[src/rtl/spi_reg_pkg.sv]
// Shared constants for the SPI register-access controller: register map
// addresses, command-byte layout and FSM state encoding.
package spi_reg_pkg;

  localparam logic [3:0] ADDR_DUTY0   = 4'h0;
  localparam logic [3:0] ADDR_DUTY1   = 4'h1;
  localparam logic [3:0] ADDR_DUTY2   = 4'h2;
  localparam logic [3:0] ADDR_DUTY3   = 4'h3;
  localparam logic [3:0] ADDR_TACH0   = 4'h4;
  localparam logic [3:0] ADDR_TACH1   = 4'h5;
  localparam logic [3:0] ADDR_TACH2   = 4'h6;
  localparam logic [3:0] ADDR_TACH3   = 4'h7;
  localparam logic [3:0] ADDR_ID      = 4'h8;
  localparam logic [3:0] ADDR_SCRATCH = 4'h9;

  localparam int CMD_WR_BIT = 7;

  typedef enum logic [1:0] {
    IDLE = 2'd0,
    CMD  = 2'd1,
    WR   = 2'd2,
    RD   = 2'd3
  } state_e;

endpackage

[src/rtl/cdc_sync_bit.sv]
// N-stage single-bit synchronizer with a selectable asynchronous reset value.
module cdc_sync_bit #(
  parameter int   STAGES    = 2,
  parameter logic RESET_VAL = 1'b0
) (
  input  logic clk_i,
  input  logic rst_i,
  input  logic d_i,
  output logic q_o
);

  logic [STAGES-1:0] sync_q;

  // Shift the asynchronous input through the flop chain.
  always_ff @(posedge clk_i or posedge rst_i) begin
    if (rst_i) begin
      sync_q <= {STAGES{RESET_VAL}};
    end else begin
      sync_q <= {sync_q[STAGES-2:0], d_i};
    end
  end

  assign q_o = sync_q[STAGES-1];

endmodule

[src/rtl/spi_reg_ctrl.sv]
// Sysclk-side register-access controller for the SPI slave byte engine:
// command/address/data decode, 16-entry register map and MISO response byte.
module spi_reg_ctrl
  import spi_reg_pkg::*;
#(
  parameter int         SYNC_STAGES = 2,
  parameter logic [7:0] DUTY_RESET  = 8'h80,
  parameter logic [7:0] ID_VALUE    = 8'hA5
) (
  input  logic        sysclk,
  input  logic        iReset,
  input  logic        iRxReady,
  input  logic [7:0]  iRx,
  input  logic        iSPICS,
  input  logic [31:0] iTach,
  output logic        oTxReady,
  output logic [7:0]  oTx,
  output logic [31:0] oDuty,
  output logic [3:0]  oDutyWr
);

  logic                   rx_sync_s;
  logic                   cs_sync_s;
  logic                   rx_pulse_s;
  logic                   settled_s;
  logic [3:0]             addr_inc_s;
  logic                   rx_prev_q;
  logic [SYNC_STAGES-1:0] settle_q;
  logic                   armed_q, armed_d;
  state_e                 state_q, state_d;
  logic [3:0]             addr_q, addr_d;
  logic [31:0]            duty_q, duty_d;
  logic [7:0]             scratch_q, scratch_d;
  logic [7:0]             tx_q, tx_d;
  logic                   tx_rdy_q, tx_rdy_d;
  logic [3:0]             duty_wr_q, duty_wr_d;

  cdc_sync_bit #(.STAGES(SYNC_STAGES), .RESET_VAL(1'b0)) u_rx_sync (
    .clk_i (sysclk),
    .rst_i (iReset),
    .d_i   (iRxReady),
    .q_o   (rx_sync_s)
  );

  cdc_sync_bit #(.STAGES(SYNC_STAGES), .RESET_VAL(1'b1)) u_cs_sync (
    .clk_i (sysclk),
    .rst_i (iReset),
    .d_i   (iSPICS),
    .q_o   (cs_sync_s)
  );

  function automatic logic [7:0] reg_read(input logic [3:0]  a,
                                          input logic [31:0] duty,
                                          input logic [31:0] tach,
                                          input logic [7:0]  scratch);
    logic [7:0] v;
    case (a)
      ADDR_DUTY0:   v = duty[7:0];
      ADDR_DUTY1:   v = duty[15:8];
      ADDR_DUTY2:   v = duty[23:16];
      ADDR_DUTY3:   v = duty[31:24];
      ADDR_TACH0:   v = tach[7:0];
      ADDR_TACH1:   v = tach[15:8];
      ADDR_TACH2:   v = tach[23:16];
      ADDR_TACH3:   v = tach[31:24];
      ADDR_ID:      v = ID_VALUE;
      ADDR_SCRATCH: v = scratch;
      default:      v = 8'h00;
    endcase
    return v;
  endfunction

  assign rx_pulse_s = rx_sync_s & ~rx_prev_q;
  assign settled_s  = settle_q[SYNC_STAGES-1];
  assign addr_inc_s = addr_q + 4'd1;

  // Next-state, register-map update and response-byte selection.
  always_comb begin
    state_d   = state_q;
    addr_d    = addr_q;
    duty_d    = duty_q;
    scratch_d = scratch_q;
    tx_d      = tx_q;
    tx_rdy_d  = tx_rdy_q;
    duty_wr_d = 4'b0000;
    armed_d   = armed_q;

    // A new command is only accepted after CS has been genuinely seen high,
    // so a reset with CS held low does not restart a half-done transaction.
    if (cs_sync_s && settled_s) begin
      armed_d = 1'b1;
    end else begin
      armed_d = armed_q;
    end

    case (state_q)
      IDLE: begin
        if (!cs_sync_s && armed_q) begin
          state_d = CMD;
          armed_d = 1'b0;
        end else begin
          state_d = IDLE;
        end
      end
      CMD: begin
        if (rx_pulse_s) begin
          addr_d = iRx[3:0];
          if (iRx[CMD_WR_BIT]) begin
            state_d = WR;
          end else begin
            state_d  = RD;
            tx_d     = reg_read(iRx[3:0], duty_q, iTach, scratch_q);
            tx_rdy_d = 1'b1;
          end
        end else begin
          state_d = CMD;
        end
      end
      WR: begin
        if (rx_pulse_s) begin
          if (addr_q[3:2] == 2'b00) begin
            duty_d[{addr_q[1:0], 3'b000} +: 8] = iRx;
            duty_wr_d[addr_q[1:0]]             = 1'b1;
          end else if (addr_q == ADDR_SCRATCH) begin
            scratch_d = iRx;
          end else begin
            scratch_d = scratch_q;
          end
          addr_d = addr_inc_s;
        end else begin
          addr_d = addr_q;
        end
      end
      RD: begin
        if (rx_pulse_s) begin
          addr_d = addr_inc_s;
          tx_d   = reg_read(addr_inc_s, duty_q, iTach, scratch_q);
        end else begin
          addr_d = addr_q;
        end
      end
      default: state_d = IDLE;
    endcase

    // Deselect wins after any byte in the same cycle has been processed.
    if (cs_sync_s && (state_q != IDLE)) begin
      state_d  = IDLE;
      tx_rdy_d = 1'b0;
      addr_d   = 4'h0;
    end else begin
      tx_rdy_d = tx_rdy_d;
    end
  end

  // Strobe edge detect and synchronizer-settle tracking.
  always_ff @(posedge sysclk or posedge iReset) begin
    if (iReset) begin
      rx_prev_q <= 1'b0;
      settle_q  <= {SYNC_STAGES{1'b0}};
    end else begin
      rx_prev_q <= rx_sync_s;
      settle_q  <= {settle_q[SYNC_STAGES-2:0], 1'b1};
    end
  end

  // Controller state and register map.
  always_ff @(posedge sysclk or posedge iReset) begin
    if (iReset) begin
      state_q   <= IDLE;
      addr_q    <= 4'h0;
      duty_q    <= {4{DUTY_RESET}};
      scratch_q <= 8'h00;
      tx_q      <= 8'h00;
      tx_rdy_q  <= 1'b0;
      duty_wr_q <= 4'b0000;
      armed_q   <= 1'b0;
    end else begin
      state_q   <= state_d;
      addr_q    <= addr_d;
      duty_q    <= duty_d;
      scratch_q <= scratch_d;
      tx_q      <= tx_d;
      tx_rdy_q  <= tx_rdy_d;
      duty_wr_q <= duty_wr_d;
      armed_q   <= armed_d;
    end
  end

  assign oTxReady = tx_rdy_q;
  assign oTx      = tx_q;
  assign oDuty    = duty_q;
  assign oDutyWr  = duty_wr_q;

endmodule

[config.mk]
export PLATFORM = sky130hd
export DESIGN_NAME = spi_reg_ctrl
export DESIGN_NICKNAME = d
export VERILOG_FILES = /design/src/rtl/spi_reg_pkg.sv /design/src/rtl/cdc_sync_bit.sv /design/src/rtl/spi_reg_ctrl.sv
export SDC_FILE = /design/constraint.sdc
export NUM_CORES = 1
export LEC_CHECK = 0
export ABC_AREA = 1
export ABC_CLOCK_PERIOD_IN_PS = 3800
export CORE_AREA = 2 2 93 95
export CTS_CLUSTER_SIZE = 12
export DETAILED_ROUTE_END_ITERATION = 8
export DIE_AREA = 0 0 95 97
export PLACE_DENSITY = 0.94
export SYNTH_ARGS = -nofsm -noshare
export SYNTH_HDL_FRONTEND = slang
export SYNTH_HIERARCHICAL = 1
export SYNTH_SLANG_ARGS = --single-unit
[constraint.sdc]
create_clock -name sysclk -period 3.8 [get_ports sysclk]
set_input_delay 0.57 -clock sysclk [delete_from_list [all_inputs] [get_ports sysclk]]
set_output_delay 0.57 -clock sysclk [all_outputs]
set_load 0.005 [all_outputs]
==> results of run 1 <==
==> through the flow <==
| step | util | hold slack (ns) |
|---|---|---|
| floorplan | - | 0.311 |
| global placement | 0.654 | 0.333 |
| detailed placement | 0.654 | 0.338 |
| CTS | 0.679 | 0.357 |
| global route | 0.679 | 0.364 |
| finish | 0.679 | 0.357 |
==> where the power goes <==
part / total (uW) / internal (uW) / leakage (uW) / switching (uW)
clock: 636 / 340 / 0.000102 / 296
sequential: 1160 / 911 / 0.000709 / 250
combinational: 1970 / 724 / 0.00172 / 1250
==> registers in the layout (all words and copies together), names as in the netlist <==
register,count
oDutyWr,4
scratch_q,8
oDuty,32
u_cs_sync/sync_q,2
oTxReady,1
state_q,2
u_rx_sync/sync_q,2
oTx,8
rx_prev_q,1
armed_q,1
settle_q,2
addr_q,4
==> cells in the mapped netlist (all sizes together) <==
cell,count
xor2,1
inv,64
buf,27
o21ai,39
a221oi,1
a21oi,39
dfstp,6
nand4,60
nor2,87
ha,6
nor3,5
mux2,3
xnor2,1
dfrtp,61
nand2,152
o22ai,2
clkbuf,4
o32ai,2
nor3b,2
conb,1
nand3b,4
nand3,58
==> cell type report <==
class	instances	area share
clock buffers	11	0.0274
clock inverters	5	0.0106
repair buffers	98	0.175
well taps	105	0.0238
inverters	64	0.0435
multi-input cells	463	0.415
flip-flops and latches	67	0.305
==> metal layers <==
layer  vias up  GRT usage  share of wire
met5         -          0              0
met4         0      0.177          0.041
met3        60     0.0841           0.12
met2       399      0.560           0.44
met1      2316      0.538           0.40
li1       2240          -              -
==> how the worst max path moves through the flow <==
stage / cells after the start / endpoint / from
floorplan: 1 / addr_q[0]$_DFFE_PP0P_ / iReset
global placement: 10 / oTx[2]$_DFFE_PP0P_ / iRx[3]
CTS: 7 / oDuty[1]$_DFFE_PP0P_ / addr_q[0]$_DFFE_PP0P_
global route: 7 / oDuty[3]$_DFFE_PP0P_ / addr_q[0]$_DFFE_PP0P_
detailed placement: 10 / oTx[6]$_DFFE_PP0P_ / iRx[3]
finish: 7 / oDuty[1]$_DFFE_PP0P_ / addr_q[0]$_DFFE_PP0P_
==> logic make-up (layout without fill, tap and decap cells) <==
logic type	after synthesis	count (layout)
other	1	1
AOI/OAI and AO/OA	83	83
and+or+nand+nor	368	368
xor gates and xnor gates	2	2
muxes	3	3
buffers and inverters	95	178
adders and majority gates	6	6
DFF	67	67
==> impl_metrics.csv, run 1 <==
group,metric,value,unit
outcome,outcome,"finished clean",
sta,finalWorstPathRequiredPeriod,2.74,ns
sta,report.final.slew_viol_count,0,
cts,clk_latency,0.35,ns
final_layout,layout_commonest_cell,"sky130_fd_sc_hd__nand2_1",
cts,postCtsSetupRepairBufs,0,
pwr,post-layout-total-power,3770,uW
critical_path,reg2reg_slack,1.06,ns
grt,grt_start_max_net_pins,39,
critical_path,rr_worst_depth,7,
final_layout,antennaDiodeCount,0,
synth,synthMuxAreaShare,0.00765,
hold_path,hold_path.class,"flip-flop to flip-flop",
routing,antenna_left,0,
sta,grt_setup_unrepaired,"no",
synth,post_synth_instance_area,4420,sq um
placement,dp_slack,1.22,ns
die,floorplan.io_pins,89,
critical_path,crit_chain,"buf_4 -> inv_1 -> ha_1 -> inv_1 -> nor2_2 -> nor2_1 -> a21oi_1",
critical_path,cpPeakStageDelay,0.84,ns
die,chipWidth,95,um
placement,gp_congestion,1.02,
pwr,p_leak,0.00253,uW
grt,grt_pass1_vias,4876,
cts,htree_levels,3,
die,die_h,97,um
final_layout,post_route_cells_drive_above_1_share,0.0890,
critical_path,crit_family,"adder cells",
sta,setup_violations,0,
final_layout,finish.cell_count_without_fillers,813,
synth,synth.avg_cell_area,7.06,sq um
routing,first_iter_violations,546,
synth,synth_top_family_by_area,"simple AND/OR/NAND/NOR gates",
synth,synth_seq_cells,67,
synth,compound_cell_area_share_of_the_yosys_netlist,0.103,
critical_path,critical_path.endpoint_type,"flip-flop",
synth,synth_top_cell_by_area,"sky130_fd_sc_hd__dfrtp_1",
cts,clk_pin_slew,0.08,ns
sta,final.period_utilization,0.720,
placement,placed_cell_area,5320,sq um
cts,cts_repair_resize_count,0,
final_layout,multi_input_area,2290,sq um
synth,synthSimpleGateAreaFrac,0.381,
critical_path,worstReg2RegEnd,"oDuty[1]$_DFFE_PP0P_",
final_layout,num-fill-cells,662,
routing,via_per_inst,6.17,
sta,fin_ws,1.06,ns
critical_path,worst_r2r_startpoint,"addr_q[0]$_DFFE_PP0P_",
critical_path,timing.critical_path.mode_cell,"sky130_fd_sc_hd__inv_1",
grt,grt_util_all_layers,0.383,
synth,cell_types_with_the_largest_area_share_after_synthesis,"sky130_fd_sc_hd__dfrtp_1, sky130_fd_sc_hd__nand2_1, sky130_fd_sc_hd__nand4_1",
final_layout,area_delta_synth_final,25.2,%
cts,number_of_cts_inserted_buffers,9,
hold_path,holdPathEnd,"settle_q[1]$_DFF_PP0_",
critical_path,worstPathBufferInverterCount,3,
die,initial_core_util,0.543,
final_layout,register_area,1680,sq um
synth,synth_adder_area_share,0.0170,
routing,drt_wl_total,17.1,mm
synth,synthDominantCellAreaShare,0.346,
critical_path,startpoint_type,"flip-flop",
cts,post_cts_hold_fix_bufs,0,
placement,port-buffer-count,88,
cts,cts_root_buf,"sky130_fd_sc_hd__clkbuf_8",
sta,worst_slew_pin_slew,1.04,ns
synth,ys_seq_area_frac,0.381,
pwr,ir_worst_vdd,614,uV
critical_path,crit_path_top_delay_cell,"sky130_fd_sc_hd__ha_1",
synth,synthesis.instances,625,
die,coreArea,8130,sq um
critical_path,crit_type,"flip-flop to flip-flop",
hold_path,hold-path-cell-count,0,
routing,drc,0,
routing,routed-via-count,5015,
run,drv.max_cap_violation_count,0,
final_layout,layout.cells.most_common_list,"sky130_fd_sc_hd__nand2_1, sky130_fd_sc_hd__clkdlybuf4s50_1, sky130_fd_sc_hd__nor2_1, sky130_fd_sc_hd__dfrtp_1, sky130_fd_sc_hd__nand4_1",
sta,timing.clock.skew,0.00784,ns
synth,synth.net_count,675,
final_layout,num-nets-final,753,
placement,dp.final_hpwl,12.5,mm
routing,dr_wl_cell,21.0,um
sta,final_total_negative_setup_slack,0,ns
synth,yosysWarningCount,6,
pwr,power.density_cell_area,682,nW/um^2
placement,cell_total_after_placement,797,
cts,clock-sinks,67,
hold_path,holdCritStartpoint,"settle_q[0]$_DFF_PP0_",
sta,hold_viol,0,
critical_path,cp.arrival,3.00,ns
routing,number_of_optimization_iterations_in_the_first_detailed_route_pass,5,
sta,fmax,365,MHz
critical_path,worst_ep_required_time,4.06,ns
synth,synth-xor-area-share,0.00992,
final_layout,stdcell_area,5530,sq um
grt,gr-total-overflow,0,
cts,ctsLongestPathBuffers,2,
die,floorplan.die_area,9220,sq um
cts,tritoncts,"built",
synth,netlist-cell-type-count,33,
die,placementRows,33,
critical_path,crit_fanout,23,
grt,antenna_violations_before_repair,0,
grt,grt_pass1_wl,26.8,mm
sta,max_slew_margin,0.304,
Power figures use the tool's default switching activity.
==> inputs of run 2 (changes only) <==
- ABC_CLOCK_PERIOD_IN_PS: 3800 -> 2200
- CORE_AREA: 2 2 93 95 -> 2 2 100 102
- DIE_AREA: 0 0 95 97 -> 0 0 102 104
- PLACE_DENSITY: 0.94 -> 0.87
- clock period: 3.8 -> 2.2 ns (I/O delays scaled with it)
==> impl_metrics.csv, run 2 (synthesized netlist as in run 1, its figures left out) <==
group,metric,value,unit
sta,report.final.slew_viol_count,0,
critical_path,crit_chain,"buf_4 -> ha_1 -> buf_4 -> nand4_1 -> nand2_1 -> nor2_1 -> nand3_1 -> nand2_1 -> a21oi_2",
final_layout,finish.cell_count_without_fillers,868,
cts,ctsLongestPathBuffers,2,
die,placementRows,36,
routing,antenna_left,0,
sta,finalWorstPathRequiredPeriod,2.04,ns
final_layout,post_route_cells_drive_above_1_share,0.123,
critical_path,crit_fanout,15,
sta,setup_violations,0,
cts,htree_levels,3,
die,floorplan.io_pins,89,
cts,clk_latency,0.36,ns
placement,gp_congestion,0.961,
cts,tritoncts,"built",
grt,grt_pass1_wl,26.9,mm
sta,worst_slew_pin_slew,0.593,ns
critical_path,crit_type,"flip-flop to flip-flop",
sta,timing.clock.skew,0.0117,ns
placement,port-buffer-count,88,
grt,grt_start_max_net_pins,64,
critical_path,critical_path.endpoint_type,"flip-flop",
routing,number_of_optimization_iterations_in_the_first_detailed_route_pass,6,
cts,post_cts_hold_fix_bufs,0,
critical_path,crit_path_top_delay_cell,"sky130_fd_sc_hd__dfrtp_1",
routing,via_per_inst,5.81,
sta,final.period_utilization,0.930,
sta,hold_viol,0,
final_layout,finish.utilization,0.609,
routing,drc,0,
critical_path,startpoint_type,"flip-flop",
placement,cell_total_after_placement,852,
final_layout,num-nets-final,780,
critical_path,cpPeakStageDelay,0.46,ns
final_layout,layout_commonest_cell,"sky130_fd_sc_hd__nand2_1",
sta,fmax,489,MHz
die,initial_core_util,0.462,
grt,gr-total-overflow,0,
cts,clock-sinks,67,
routing,routed-via-count,5042,
pwr,ir_worst_vdd,746,uV
die,chipWidth,102,um
run,drv.max_cap_violation_count,0,
sta,hold_ws,0.201,ns
cts,clk_pin_slew,0.08,ns
outcome,outcome,"finished clean",
grt,grt_pass1_vias,4974,
grt,grt_util_all_layers,0.328,
routing,dr_wl_cell,19.1,um
hold_path,hold_path.class,"primary input to asynchronous set/reset pin",
final_layout,layout.cells.most_common_list,"sky130_fd_sc_hd__nand2_1, sky130_fd_sc_hd__clkdlybuf4s50_1, sky130_fd_sc_hd__nor2_1, sky130_fd_sc_hd__dfrtp_1, sky130_fd_sc_hd__nand4_1",
critical_path,worst_ep_required_time,2.50,ns
pwr,post-layout-total-power,6780,uW
final_layout,largest_register_ffs,32,
placement,dp.final_hpwl,12.3,mm
routing,drt_wl_total,16.5,mm
cts,cts_root_buf,"sky130_fd_sc_hd__clkbuf_8",
die,coreArea,9550,sq um
pwr,p_leak,0.00269,uW
final_layout,area_delta_synth_final,31.6,%
sta,grt_setup_unrepaired,"no",
routing,first_iter_violations,584,
grt,antenna_violations_before_repair,1,
pwr,power.density_cell_area,1170,nW/um^2
die,floorplan.die_area,10600,sq um
die,die_h,104,um
cts,postCtsSetupRepairBufs,0,
cts,number_of_cts_inserted_buffers,9,
critical_path,cp.arrival,2.35,ns
sta,max_slew_margin,0.603,
run 2: cell types whose count changed in the layout (fill, tap and decap cells not counted), sizes merged:
cell and delta:
clkinvlp -1, clkinv +1, diode +1, bufinv +1, buf +27, clkbuf -1, inv -1
run 2: worst paths after layout:
| kind | slack (ns) | from | cells past startpoint | to |
|---|---|---|---|---|
| hold / removal | 0.20 | iReset | 2 | u_rx_sync/sync_q[0]$_DFF_PP0_ |
| max in group asynchronous | 1.46 | iReset | 3 | oDuty[31]$_DFFE_PP1P_ |
| setup reg to reg | 0.16 | addr_q[0]$_DFFE_PP0P_ | 9 | oTx[7]$_DFFE_PP0P_ |
| setup / recovery | 0.16 | addr_q[0]$_DFFE_PP0P_ | 9 | oTx[7]$_DFFE_PP0P_ |
| min in group sysclk | 0.36 | settle_q[0]$_DFF_PP0_ | 0 | settle_q[1]$_DFF_PP0_ |
| hold reg to reg | 0.36 | settle_q[0]$_DFF_PP0_ | 0 | settle_q[1]$_DFF_PP0_ |
run 2: layout make-up:
cell class / count / area (sq um)
Inverter: 64 / 240
Timing Repair Buffer: 125 / 1210
Clock buffer: 10 / 138
Sequential cell: 67 / 1680
Multi-Input combinational cell: 463 / 2290
Fill cell: 890 / 3740
Clock inverter: 5 / 77.6
Antenna cell: 1 / 2.50
Tap cell: 133 / 166
run 2: critical path, delay by kind of cell, from the launching register on:
family          cells  cell delay [ns]
buf+inv             2             0.54
compound gates      1             0.12
flops               1             0.46
fa+ha+maj           1             0.37
simple gates        5             0.49
run 2: metrics by stage:
step                      TNS, ns  worst slack (ns)  area (sq um)
after floorplan                 0             0.307          4420
after global placement     -0.187           -0.0817          5590
after detailed placement   -0.134           -0.0341          5590
after CTS                       0            0.0965          5810
after global routing            0           0.00681          5810
final                           0             0.155          5810
run 2: power by group:
part | switching [uW] | internal (uW)
Sequential | 415 | 1570
Clock | 522 | 659
Combinational | 2140 | 1480
run 2: per-layer routing:
metal  share of wire  vias to the layer above  global-route usage
li1                -                     2298                   -
met1            0.40                     2355               0.461
met2            0.46                      345               0.515
met3            0.11                       44              0.0571
met4           0.026                        0              0.0990
met5               0                        -                   0
run 2: what timing repair did:
item,CTS,global route
hold endpoints to repair,0,0
resized for setup,0,1
endpoints found under the setup margin,0,5
==> inputs of run 3 (changes only) <==
- CORE_AREA: 2 2 100 102 -> 2 2 116 118
- DIE_AREA: 0 0 102 104 -> 0 0 118 120
- PLACE_DENSITY: 0.87 -> 0.7
==> impl_metrics.csv, run 3 (synthesized netlist as in run 1, its figures left out) <==
group,metric,value,unit
sta,timing.clock.skew,0.00873,ns
die,initial_core_util,0.340,
grt,grt_pass1_wl,25.9,mm
pwr,ir_worst_vdd,701,uV
cts,ctsLongestPathBuffers,2,
final_layout,stdcell_area,6000,sq um
final_layout,num-fill-cells,1304,
pwr,p_sw,3080,uW
pwr,p_leak,0.00275,uW
final_layout,post_route_cells_drive_above_1_share,0.125,
sta,max_slew_margin,0.540,
cts,postCtsSetupRepairBufs,0,
routing,routed-via-count,4921,
placement,dp.final_hpwl,12.2,mm
placement,placed_cell_area,5670,sq um
pwr,power.switching_fraction,0.430,
die,placementRows,42,
pwr,share_comb_of_total_power,0.502,
die,floorplan.die_area,14200,sq um
placement,gp_congestion,0.956,
critical_path,crit_chain,"buf_4 -> inv_1 -> ha_1 -> buf_4 -> inv_1 -> nor2_4 -> nand4_1 -> o21ai_0",
grt,antenna_violations_before_repair,0,
grt,grt_pass1_vias,4520,
sta,fmax,498,MHz
cts,clock-sinks,67,
outcome,outcome,"finished clean",
pwr,clkPwrFrac,0.223,
die,coreArea,13000,sq um
grt,grt_util_all_layers,0.235,
cts,clk_latency,0.35,ns
sta,report.final.slew_viol_count,0,
critical_path,worstPathBufferInverterCount,4,
pwr,pwr-share-seq,0.275,
final_layout,antennaDiodeCount,0,
cts,number_of_cts_inserted_buffers,9,
cts,clk_pin_slew,0.06,ns
die,floorplan.io_pins,89,
pwr,power.density_cell_area,1190,nW/um^2
critical_path,cpPeakStageDelay,0.39,ns
final_layout,finish.cell_count_without_fillers,913,
critical_path,crit_family,"buffers and inverters",
die,chipWidth,118,um
final_layout,layout.cells.most_common_list,"sky130_fd_sc_hd__nand2_1, sky130_fd_sc_hd__clkdlybuf4s50_1, sky130_fd_sc_hd__nor2_1, sky130_fd_sc_hd__dfrtp_1, sky130_fd_sc_hd__nand4_1",
sta,worst_slew_pin_slew,0.687,ns
pwr,total_internal_power,4080,uW
grt,grt_start_max_net_pins,45,
die,die_h,120,um
routing,dr_wl_cell,17.8,um
cts,cts_repair_resize_count,0,
final_layout,finish.utilization,0.462,
critical_path,crit_type,"flip-flop to flip-flop",
final_layout,area_delta_synth_final,35.8,%
routing,first_iter_violations,576,
final_layout,layout_commonest_cell,"sky130_fd_sc_hd__nand2_1",
sta,hold_ws,0.231,ns
routing,number_of_optimization_iterations_in_the_first_detailed_route_pass,5,
cts,cts_root_buf,"sky130_fd_sc_hd__clkbuf_16",
critical_path,startpoint_type,"flip-flop",
run,drv.max_cap_violation_count,0,
cts,tritoncts,"built",
sta,finalWorstPathRequiredPeriod,2.01,ns
placement,cell_total_after_placement,897,
routing,drt_wl_total,16.3,mm
final_layout,num-nets-final,782,
grt,gr-total-overflow,0,
critical_path,crit_fanout,17,
hold_path,hold_path.class,"primary input to asynchronous set/reset pin",
critical_path,crit_path_top_delay_cell,"sky130_fd_sc_hd__dfrtp_1",
sta,setup_violations,0,
critical_path,worst_ep_required_time,2.47,ns
pwr,post-layout-total-power,7160,uW
sta,hold_viol,0,
routing,antenna_left,0,
critical_path,critical_path.endpoint_type,"flip-flop",
cts,post_cts_hold_fix_bufs,0,
routing,drc,0,
sta,grt_setup_unrepaired,"no",
cts,htree_levels,3,
placement,port-buffer-count,88,
final_layout,largest_register_ffs,32,
routing,via_per_inst,5.39,
sta,final.period_utilization,0.913,
critical_path,cp.arrival,2.27,ns
run 3: changes by cell type in the layout (fill, tap and decap cells not counted):
| cell | change |
|---|---|
| sky130_fd_sc_hd__buf_4 | +1 |
| sky130_fd_sc_hd__ha_2 | -1 |
| sky130_fd_sc_hd__clkinv_4 | +1 |
| sky130_fd_sc_hd__ha_1 | +1 |
| sky130_fd_sc_hd__diode_2 | -1 |
| sky130_fd_sc_hd__buf_12 | +1 |
| sky130_fd_sc_hd__inv_6 | +2 |
| sky130_fd_sc_hd__clkbuf_8 | -10 |
| sky130_fd_sc_hd__clkbuf_16 | +9 |
| sky130_fd_sc_hd__clkinv_2 | -1 |
run 3: final cells by class:
cell class                 count  area [sq um]  share of cell area
clock buffer                   9           225              0.0376
clock inverter                 7          98.8              0.0165
sequential                    67          1680               0.281
timing repair buffer         127          1240               0.206
multi-input combinational    463          2290               0.382
inverter                      64           240              0.0401
tap                          176           220              0.0367
run 3: metal layers:
layer	wire, um	GRT usage	up-vias
met2	7310	0.356	291
li1	-	-	2311
met4	177	0.0617	0
met3	1580	0.0333	13
met5	0	0	-
met1	7180	0.351	2306
run 3: power by group through the flow:
| stage | Sequential [uW] | Combinational [uW] | Clock [uW] |
|---|---|---|---|
| floorplan | 1850 | 2130 | 0 |
| global placement | 1960 | 3510 | 0 |
| detailed placement | 1970 | 3530 | 0 |
| CTS | 1950 | 3560 | 1610 |
| global route | 2000 | 3960 | 1660 |
| finish | 1970 | 3590 | 1600 |
run 3: final timing paths:
kind                                               start                            end  slack [ns]  depth (start not counted)
setup / recovery                   addr_q[0]$_DFFE_PP0P_          oDuty[21]$_DFFE_PP0P_        0.19                          8
hold / removal                                    iReset  u_rx_sync/sync_q[1]$_DFF_PP0_        0.23                          2
setup reg to reg                   addr_q[0]$_DFFE_PP0P_          oDuty[21]$_DFFE_PP0P_        0.19                          8
hold reg to reg            u_rx_sync/sync_q[0]$_DFF_PP0_  u_rx_sync/sync_q[1]$_DFF_PP0_        0.35                          0
max in group asynchronous                         iReset           oDuty[7]$_DFFE_PP1P_        1.19                          3
min in group sysclk        u_rx_sync/sync_q[0]$_DFF_PP0_  u_rx_sync/sync_q[1]$_DFF_PP0_        0.35                          0
run 3: per-stage QoR:
stage	TNS, ns	setup slack [ns]
6_report	0	0.191
5_1_grt	0	0.0536
4_1_cts	0	0.212
3_5_place_dp	-0.167	-0.0513
3_3_place_gp	0	0.0475
2_1_floorplan	0	0.307
run 3: worst reg2reg max path: cells and delay by family, from the launching register on:
family	cells	cell delay, ns
buffers and inverters	4	0.74
and+or+nand+nor	2	0.51
DFF	1	0.39
adders and majority gates	1	0.19
AOI/OAI and AO/OA	1	0.11
